File: config.mk
export PLATFORM = sky130hd
export DESIGN_NAME = board_reset_sequencer
export DESIGN_NICKNAME = d
export VERILOG_FILES = /design/src/rtl/mini16_board_pkg.sv /design/src/rtl/board_debounce.sv /design/src/rtl/board_reset_sequencer.sv
export SDC_FILE = /design/constraint.sdc
export NUM_CORES = 1
export LEC_CHECK = 0
export ABC_AREA = 1
export BUFFER_PORTS_ARGS = -buffer_cell sky130_fd_sc_hd__buf_2
export CORE_MARGIN = 2
export CORE_UTILIZATION = 60
export DETAILED_ROUTE_END_ITERATION = 7
export HOLD_SLACK_MARGIN = 0.02
export PLACE_DENSITY = 0.82
export SLEW_MARGIN = 20
export SYNTH_ARGS = -nofsm -noshare
export SYNTH_HDL_FRONTEND = slang
export SYNTH_HIERARCHICAL = 1
export SYNTH_SLANG_ARGS = --single-unit
File: constraint.sdc
create_clock -name clk -period 2 [get_ports clk]
set_input_delay 0.3 -clock clk [delete_from_list [all_inputs] [get_ports clk]]
set_output_delay 0.3 -clock clk [all_outputs]
set_load 0.05 [all_outputs]
File: src/rtl/mini16_board_pkg.sv
// ---------------------------------------------------------------------------
// mini16_board_pkg
//   Shared definitions for the board reset/PLL glue.
//   - seq_state_e   : reset sequencer state encoding (also driven on the
//                     seq_state debug/LED output)
//   - SEQ_STATE_BITS: width of the exported state
//   - clog2_min1    : $clog2 that never returns 0, for counter widths
// ---------------------------------------------------------------------------
package mini16_board_pkg;

   localparam int SEQ_STATE_BITS = 3;

   typedef enum logic [SEQ_STATE_BITS-1:0] {
      ST_IDLE    = 3'd0,
      ST_HOLD    = 3'd1,
      ST_RELEASE = 3'd2,
      ST_RUN     = 3'd3,
      ST_PLLRST  = 3'd4
   } seq_state_e;

   // A counter always needs at least one bit, even when its range is 0..0.
   function automatic int clog2_min1(input int value);
      return (value > 1) ? $clog2(value) : 1;
   endfunction

endpackage

File: src/rtl/board_debounce.sv
// ---------------------------------------------------------------------------
// board_debounce
//   Synchronises one active-low push-button and debounces it.
//   Ports:
//     clk      in   system clock
//     reset    in   synchronous active-high reset
//     button_n in   raw button, active-low, asynchronous to clk
//     level    out  debounced state, 1 = pressed
//     press    out  one-cycle pulse when level goes 0->1
//   The synchronised input must disagree with level for 2^DEBOUNCE_BITS
//   consecutive cycles before level follows it; any agreement restarts the
//   count.
// ---------------------------------------------------------------------------
module board_debounce
   import mini16_board_pkg::*;
#(
   parameter int DEBOUNCE_BITS = 16
) (
   input  logic clk,
   input  logic reset,
   input  logic button_n,
   output logic level,
   output logic press
);

   localparam logic [DEBOUNCE_BITS-1:0] CNT_MAX = '1;

   logic                     btn_meta;
   logic                     btn_s;
   logic [DEBOUNCE_BITS-1:0] cnt;

   always_ff @(posedge clk) begin
      if (reset) begin
         btn_meta <= 1'b0;
         btn_s    <= 1'b0;
         cnt      <= '0;
         level    <= 1'b0;
         press    <= 1'b0;
      end else begin
         btn_meta <= ~button_n;
         btn_s    <= btn_meta;
         press    <= 1'b0;
         if (btn_s != level) begin
            if (cnt == CNT_MAX) begin
               level <= ~level;
               cnt   <= '0;
               // Pulse only on the 0->1 transition.
               press <= ~level;
            end else begin
               cnt <= cnt + 1'b1;
            end
         end else begin
            cnt <= '0;
         end
      end
   end

endmodule

File: src/rtl/board_reset_sequencer.sv
// ---------------------------------------------------------------------------
// board_reset_sequencer
//   Board-level reset/PLL glue for mini16: synchronises and debounces the
//   push-buttons and PLL lock, lets button 0 request a PLL reset, and
//   releases NUM_RESETS domain resets in a staggered order once lock has
//   been stable for HOLD_CYCLES. Lock loss reasserts every reset and is
//   counted in a saturating counter.
//   Ports:
//     clk             in   system clock
//     reset           in   synchronous active-high power-on/global reset
//     pll_locked      in   PLL lock, asynchronous
//     button_n        in   raw buttons, active-low, asynchronous
//     reset_out       out  active-high domain resets, index 0 released first
//     pll_reset       out  active-high PLL reset request
//     button_level    out  debounced button state, 1 = pressed
//     button_press    out  one-cycle pulse per debounced press
//     lock_loss_count out  saturating lock-loss counter
//     seq_state       out  current sequencer state
//   All outputs come straight from flops.
// ---------------------------------------------------------------------------
module board_reset_sequencer
   import mini16_board_pkg::*;
#(
   parameter int NUM_RESETS     = 3,
   parameter int NUM_BUTTONS    = 2,
   parameter int DEBOUNCE_BITS  = 16,
   parameter int HOLD_CYCLES    = 1024,
   parameter int STAGGER        = 16,
   parameter int PLL_RST_CYCLES = 64,
   parameter int LOSS_CNT_BITS  = 8
) (
   input  logic                      clk,
   input  logic                      reset,
   input  logic                      pll_locked,
   input  logic [NUM_BUTTONS-1:0]    button_n,
   output logic [NUM_RESETS-1:0]     reset_out,
   output logic                      pll_reset,
   output logic [NUM_BUTTONS-1:0]    button_level,
   output logic [NUM_BUTTONS-1:0]    button_press,
   output logic [LOSS_CNT_BITS-1:0]  lock_loss_count,
   output logic [SEQ_STATE_BITS-1:0] seq_state
);

   localparam int HOLD_W   = clog2_min1(HOLD_CYCLES);
   localparam int REL_W    = clog2_min1(STAGGER * NUM_RESETS + 1);
   localparam int PLL_W    = clog2_min1(PLL_RST_CYCLES);
   localparam int LAST_REL = STAGGER * (NUM_RESETS - 1);

   localparam logic [HOLD_W-1:0] HOLD_LAST = HOLD_W'(HOLD_CYCLES - 1);
   localparam logic [REL_W-1:0]  REL_LAST  = REL_W'(LAST_REL);
   localparam logic [PLL_W-1:0]  PLL_LAST  = PLL_W'(PLL_RST_CYCLES - 1);

   seq_state_e         state;
   logic               lock_meta;
   logic               lock_s;
   logic [HOLD_W-1:0]  hold_cnt;
   logic [REL_W-1:0]   rel_cnt;
   logic [REL_W-1:0]   rel_next;
   logic [PLL_W-1:0]   pll_cnt;
   logic               lock_lost;

   for (genvar b = 0; b < NUM_BUTTONS; b++) begin : g_btn
      board_debounce #(
         .DEBOUNCE_BITS(DEBOUNCE_BITS)
      ) u_debounce (
         .clk     (clk),
         .reset   (reset),
         .button_n(button_n[b]),
         .level   (button_level[b]),
         .press   (button_press[b])
      );
   end

   // rel_cnt counts cycles since reset_out[0] cleared; rel_next is the
   // value it holds after this edge.
   assign rel_next  = rel_cnt + 1'b1;
   assign lock_lost = ((state == ST_RELEASE) || (state == ST_RUN)) && !lock_s;
   assign seq_state = state;

   always_ff @(posedge clk) begin
      if (reset) begin
         lock_meta       <= 1'b0;
         lock_s          <= 1'b0;
         state           <= ST_IDLE;
         hold_cnt        <= '0;
         rel_cnt         <= '0;
         pll_cnt         <= '0;
         reset_out       <= '1;
         pll_reset       <= 1'b0;
         lock_loss_count <= '0;
      end else begin
         lock_meta <= pll_locked;
         lock_s    <= lock_meta;

         // A lock loss coinciding with a PLL reset request is still counted.
         if (lock_lost && (lock_loss_count != '1)) begin
            lock_loss_count <= lock_loss_count + 1'b1;
         end

         if (button_press[0] && (state != ST_PLLRST)) begin
            state     <= ST_PLLRST;
            pll_cnt   <= '0;
            pll_reset <= 1'b1;
            reset_out <= '1;
         end else begin
            case (state)
               ST_IDLE: begin
                  reset_out <= '1;
                  hold_cnt  <= '0;
                  if (lock_s) state <= ST_HOLD;
               end
               ST_HOLD: begin
                  if (!lock_s) begin
                     state    <= ST_IDLE;
                     hold_cnt <= '0;
                  end else if (hold_cnt == HOLD_LAST) begin
                     hold_cnt <= '0;
                     rel_cnt  <= '0;
                     if (LAST_REL == 0) begin
                        reset_out <= '0;
                        state     <= ST_RUN;
                     end else begin
                        reset_out[0] <= 1'b0;
                        state        <= ST_RELEASE;
                     end
                  end else begin
                     hold_cnt <= hold_cnt + 1'b1;
                  end
               end
               ST_RELEASE: begin
                  if (!lock_s) begin
                     reset_out <= '1;
                     state     <= ST_IDLE;
                  end else begin
                     rel_cnt <= rel_next;
                     // Bits already cleared stay cleared since rel_next only grows.
                     for (int i = 1; i < NUM_RESETS; i++) begin
                        if (rel_next >= REL_W'(i * STAGGER)) reset_out[i] <= 1'b0;
                     end
                     if (rel_next == REL_LAST) state <= ST_RUN;
                  end
               end
               ST_RUN: begin
                  if (!lock_s) begin
                     reset_out <= '1;
                     state     <= ST_IDLE;
                  end
               end
               ST_PLLRST: begin
                  reset_out <= '1;
                  if (pll_cnt == PLL_LAST) begin
                     pll_reset <= 1'b0;
                     state     <= ST_IDLE;
                  end else begin
                     pll_cnt <= pll_cnt + 1'b1;
                  end
               end
               default: begin
                  reset_out <= '1;
                  pll_reset <= 1'b0;
                  state     <= ST_IDLE;
               end
            endcase
         end
      end
   end

endmodule
======== Yosys cells after proc, flatten, opt, wreduce, memory -nomap -nowiden ========
Index checks and enable logic that the tools add are counted.
word-level totals
  output and inout bits ................... 19
  bits of input ports ..................... 5
  word-level logic and storage cells ...... 124
  register bits after elaboration ......... 79
cells by class
  equal/unequal tests ..................... 30
  bitwise logic cells ..................... 11
  add/subtract/negate cells ............... 6
  multiplexer cells ....................... 28
  order comparisons ....................... 2
  reduce and logical (&&, ||, !) cells .... 25
operator list
  kind                                                                      count
  16-bit by 1-bit adder with 16-bit output (second input constant)          2
  16-bit equality test (second input constant)                              2
  3-bit 2-to-1 mux                                                          9
  10-bit 2-to-1 mux                                                         2
  10-bit case mux with 2 select lines                                       1
  6-bit 2-to-1 mux                                                          3
  3-bit case mux with 5 select lines                                        1
  5-bit AND reduction                                                       3
  2-bit inequality test (second input constant)                             7
  6-bit by 1-bit adder with 6-bit output (second input constant)            2
  6-bit equality test (second input constant)                               2
  3-bit by 2-bit inequality test with 1-bit output (second input constant)  4
  3-bit inequality test (second input constant)                             4
  6-bit case mux with 2 select lines                                        1
  3-bit OR reduction                                                        4
  1-bit inverter                                                            11
  10-bit by 1-bit adder with 10-bit output (second input constant)          1
  10-bit equality test (second input constant)                              1
  2-bit AND reduction                                                       5
  8-bit by 1-bit adder with 8-bit output (second input constant)            1
  8-bit inequality test (second input constant)                             1
  1-bit 2-to-1 mux                                                          7
  3-bit by 2-bit equality test with 1-bit output (second input constant)    2
  6-bit by 5-bit >= comparator with 1-bit output (second input constant)    1
  other kinds (20)                                                          25

======== Depth between registers and ports, before layout ========
  depth after elaboration ................. 6
  depth in mapped cells ................... 11
  gate-level depth less buffers ........... 11

======== Cells and area by module ========
Netlist, hierarchy kept.
by module, submodules not included
  module                 area each (µm²)  cells an instance  times used  seq. area each (µm²)
  board_reset_sequencer  2004.4           278                1           780.7
  board_debounce         929.6            129                2           400.4

======== Worst setup path before layout ========
OpenSTA, ideal clock, no wires.
  path kind ............................... flip-flop to flip-flop
  start point ............................. register lock_loss_count[1]
  end point ............................... register lock_loss_count[6]
  library setup time ...................... 0.113 ns
  slack ................................... 0.130 ns
  data required time ...................... 1.887 ns
  data arrival time ....................... 1.757 ns
  stages on the path, launching flop included .. 11
  clock period less this slack ............ 1.870 ns
  path buffers ............................ 0
  cells stage by stage .................... dfxtp_1 ha_1 nand3_1 nor2_1 inv_1 o21ai_2 inv_2 nand2_1 nand2_1 nand2_1 nor2_1
on the way
  word-level cells in the longest chain between the ends .. 2
  elaborated cells between the ends (all ways) .. 3
  those cells by class .................... add/sub (1); eq/ne (1); reduce/logical (1)
RTL lines
  element                                                                         RTL line                     text
  start: declaration                                                              board_reset_sequencer.sv:40  output logic [LOSS_CNT_BITS-1:0] lock_loss_count,
  start signal: assignment                                                        board_reset_sequencer.sv:97  lock_loss_count <= lock_loss_count + 1'b1;
  branches (longest 2 deep; another with 8-bit by 1-bit adder with 8-bit output)  n/a
Parallel ways; which one is timed is not known.
A chain may end at the register's enable or synchronous reset.

======== Worst setup path in the final report ========
  start point ............................. register pll_cnt[0]
  end point ............................... register state[1] (netlist: seq_state[1])
on the way
  word-level cells in the longest chain between the ends .. 3
RTL lines
  element                          RTL line                      text
  start: declaration               board_reset_sequencer.sv:59   logic [PLL_W-1:0] pll_cnt;
  start signal: assignment         board_reset_sequencer.sv:155  pll_cnt <= pll_cnt + 1'b1;
  6-bit equality test              board_reset_sequencer.sv:151  if (pll_cnt == PLL_LAST) begin
  2-bit inequality test (no line)  n/a
  5-bit AND reduction (no line)    n/a
  end signal: assignment           board_reset_sequencer.sv:146  state <= ST_IDLE;
  end signal: assignment           board_reset_sequencer.sv:153  state <= ST_IDLE;
  end signal: assignment           board_reset_sequencer.sv:161  state <= ST_IDLE;
  end: declaration                 board_reset_sequencer.sv:53   seq_state_e state;
Every way passes these cells.

==> flow_summary.json <==
{
  "dp_cells": 632,
  "cts_max_level": 3,
  "clk_pin_slew_ns": 0.08,
  "ios": 24,
  "diodes": 0,
  "cts_made_buffers": 9,
  "crit_fanout": 8,
  "setup_slack_ns": 0.241,
  "setup_tns_ns": 0,
  "grt_pass1_wl_mm": 13.1,
  "placed_area_um2": 4040,
  "firstDrtPassIters": 4,
  "grt_pass1_vias": 3201,
  "port-buffer-count": 23,
  "grt_usage": 0.225,
  "hold_slack_ns": 0.0917,
  "cts_setup_buffers": 0,
  "dr.first_iter.drc_count": 142,
  "worstSetupPathType": "reg -> reg",
  "nets": 578,
  "max_slew_margin": 0.675,
  "worstPathArrival_ns": 2.02,
  "viasPerCell": 5.18,
  "slew_viol_final": 0,
  "routed_wl_mm": 7.50,
  "area_growth_pct": 10.3,
  "cts_hold_buf": 0,
  "core_area_um2": 6280,
  "die_h_um": 84.2,
  "avgSynthCellArea_um2": 7.21,
  "instances_no_fill": 648,
  "final_area_um2": 4260,
  "grt_max_degree": 20,
  "cts_root_buffer": "clkbuf_8",
  "synth_cell_types": 36,
  "status": "completed",
  "cp.required_ns": 2.26,
  "ys_warn_count": 6,
  "fin_crit_sh": 0.880,
  "drc": 0,
  "setup_viol": 0,
  "synthCells": 536,
  "hpwl_mm": 5.42,
  "period_minus_slack_ns": 1.76,
  "end_kind": "flip-flop",
  "postLayoutCoreUtil": 0.679,
  "clkSinkCount": 79,
  "initial_core_util": 0.616,
  "hp-class": "in -> reg",
  "antenna_found_initial": 0,
  "p_leak_nw": 1.74,
  "syn_area_um2": 3860,
  "num_vias": 3354,
  "rsz0062_at_grt": "false",
  "cts-resized-gates": 0,
  "cts_max_path_buffers": 2,
  "tritoncts": "built",
  "drive_above_1_share": 0.128,
  "power.total_mw": 3.88,
  "wl_per_cell_um": 11.6,
  "tightest_slew_ns": 0.487,
  "detail-route-antenna-nets": 0,
  "seq_area_frac_synth": 0.409,
  "placementRows": 29,
  "hold_violations": 0,
  "worstSetupStartpointType": "flip-flop",
  "ys_ff_latch": 79,
  "die_area_um2": 7100,
  "place_ws_ns": 0.289,
  "synth.net_count": 548,
  "power_density_nw_per_um2": 911,
  "max_cap_violations": 0,
  "fmax_mhz": 568,
  "gp_congestion": 0.881,
  "die_x_um": 84.2,
  "grt_overflow": 0,
  "finClkSkew_ns": 0.0129,
  "max-vdd-ir-drop_uv": 727,
  "worstSkewPairLatency_ns": 0.36
}
[registers in the layout, indices dropped and copies added (netlist names)]
| name | cells |
|---|---|
| g_btn.u_debounce/btn_meta | 2 |
| g_btn.u_debounce/btn_s | 2 |
| g_btn.u_debounce/cnt | 32 |
| g_btn.u_debounce/level | 2 |
| g_btn.u_debounce/press | 2 |
| hold_cnt | 10 |
| lock_loss_count | 8 |
| lock_meta | 1 |
| lock_s | 1 |
| pll_cnt | 6 |
| pll_reset | 1 |
| rel_cnt | 6 |
| reset_out | 3 |
| seq_state | 3 |
[worst paths after layout]
| kind | start | endpoint | slack (ns) | cells after the start |
|---|---|---|---|---|
| max | pll_cnt[0]$_SDFFE_PP0P_ | seq_state[1]$_SDFFE_PP0P_ | 0.24 | 10 |
| min | button_n[1] | g_btn[1].u_debounce/btn_meta$_SDFF_PP0_ | 0.09 | 2 |
| max reg2reg | pll_cnt[0]$_SDFFE_PP0P_ | seq_state[1]$_SDFFE_PP0P_ | 0.24 | 10 |
| min reg2reg | g_btn[1].u_debounce/btn_meta$_SDFF_PP0_ | g_btn[1].u_debounce/btn_s$_SDFF_PP0_ | 0.40 | 2 |
[area by class of cell]
cell class / count / area (um2)
Clock inverter: 6 / 83.8
Timing Repair Buffer: 24 / 123
Multi-Input combinational cell: 384 / 1980
Fill cell: 536 / 2020
Clock buffer: 10 / 138
Inverter: 68 / 255
Sequential cell: 79 / 1580
Tap cell: 77 / 96.3
[cells by family (layout without fill, tap and decap cells)]
| kind of cell | count (synthesis) | count (layout) | synth area share |
|---|---|---|---|
| simple gates | 292 | 292 | 0.340 |
| flops | 79 | 79 | 0.409 |
| buf+inv | 73 | 108 | 0.0771 |
| xor+xnor | 25 | 25 | 0.0567 |
| fa+ha+maj | 7 | 7 | 0.0227 |
| compound gates | 60 | 60 | 0.0946 |
[placed cells by master (no fill, tap or decap), types with 4 or more instances in the layout]
| master | n |
|---|---|
| nor2_2 | 7 |
| nand2_1 | 116 |
| o21bai_1 | 7 |
| nand3_1 | 35 |
| dfxtp_1 | 79 |
| buf_2 | 23 |
| a21oi_1 | 31 |
| xnor2_1 | 11 |
| o21ai_0 | 11 |
| nand2_2 | 5 |
| inv_1 | 65 |
| nand4_1 | 12 |
| nor3_1 | 8 |
| nor2_1 | 93 |
| xor2_1 | 14 |
| clkbuf_8 | 10 |
| or2_2 | 4 |
| ha_1 | 7 |
[per-layer routing]
| metal | global-route usage | part of all wire |
|---|---|---|
| met4 | 0.116 | 0.026 |
| met2 | 0.382 | 0.49 |
| met5 | 0 | 0 |
| met1 | 0.265 | 0.46 |
| met3 | 0.0492 | 0.026 |
[cell usage after synthesis, drive strengths merged]
cell type / n / area share
xor2: 14 / 0.032
o2111ai: 1 / 0.0023
or2: 5 / 0.0081
nand3: 37 / 0.051
nor3: 10 / 0.017
inv: 68 / 0.066
clkbuf: 1 / 0.00097
o21ai: 17 / 0.031
o31ai: 1 / 0.0019
buf: 4 / 0.010
o21bai: 7 / 0.014
nor3b: 2 / 0.0039
a31oi: 1 / 0.0016
nor2: 102 / 0.11
nand2: 123 / 0.13
dfxtp: 79 / 0.41
a31o: 1 / 0.0023
xnor2: 11 / 0.025
ha: 7 / 0.023
nand3b: 1 / 0.0019
a21oi: 31 / 0.040
a211oi: 1 / 0.0019
nand4: 12 / 0.019
[report_power, final]
part           internal [mW]  total [mW]  leakage [nW]  switching (mW)
logic                  0.217       0.821         0.984           0.604
registers               1.64        1.75         0.639           0.107
clock network          0.732        1.31         0.116           0.577
[worst max-delay path, cell delays in order (launching register included)]
cell,delay [ns]
dfxtp_1,0.37
ha_1,0.19
nand2_1,0.07
nor2_1,0.16
nand2_1,0.10
nand2_2,0.15
nand3_1,0.10
nor2_1,0.25
nand3_1,0.14
nand2_1,0.08
nor2_1,0.04
(Power assumes the default switching activity.)
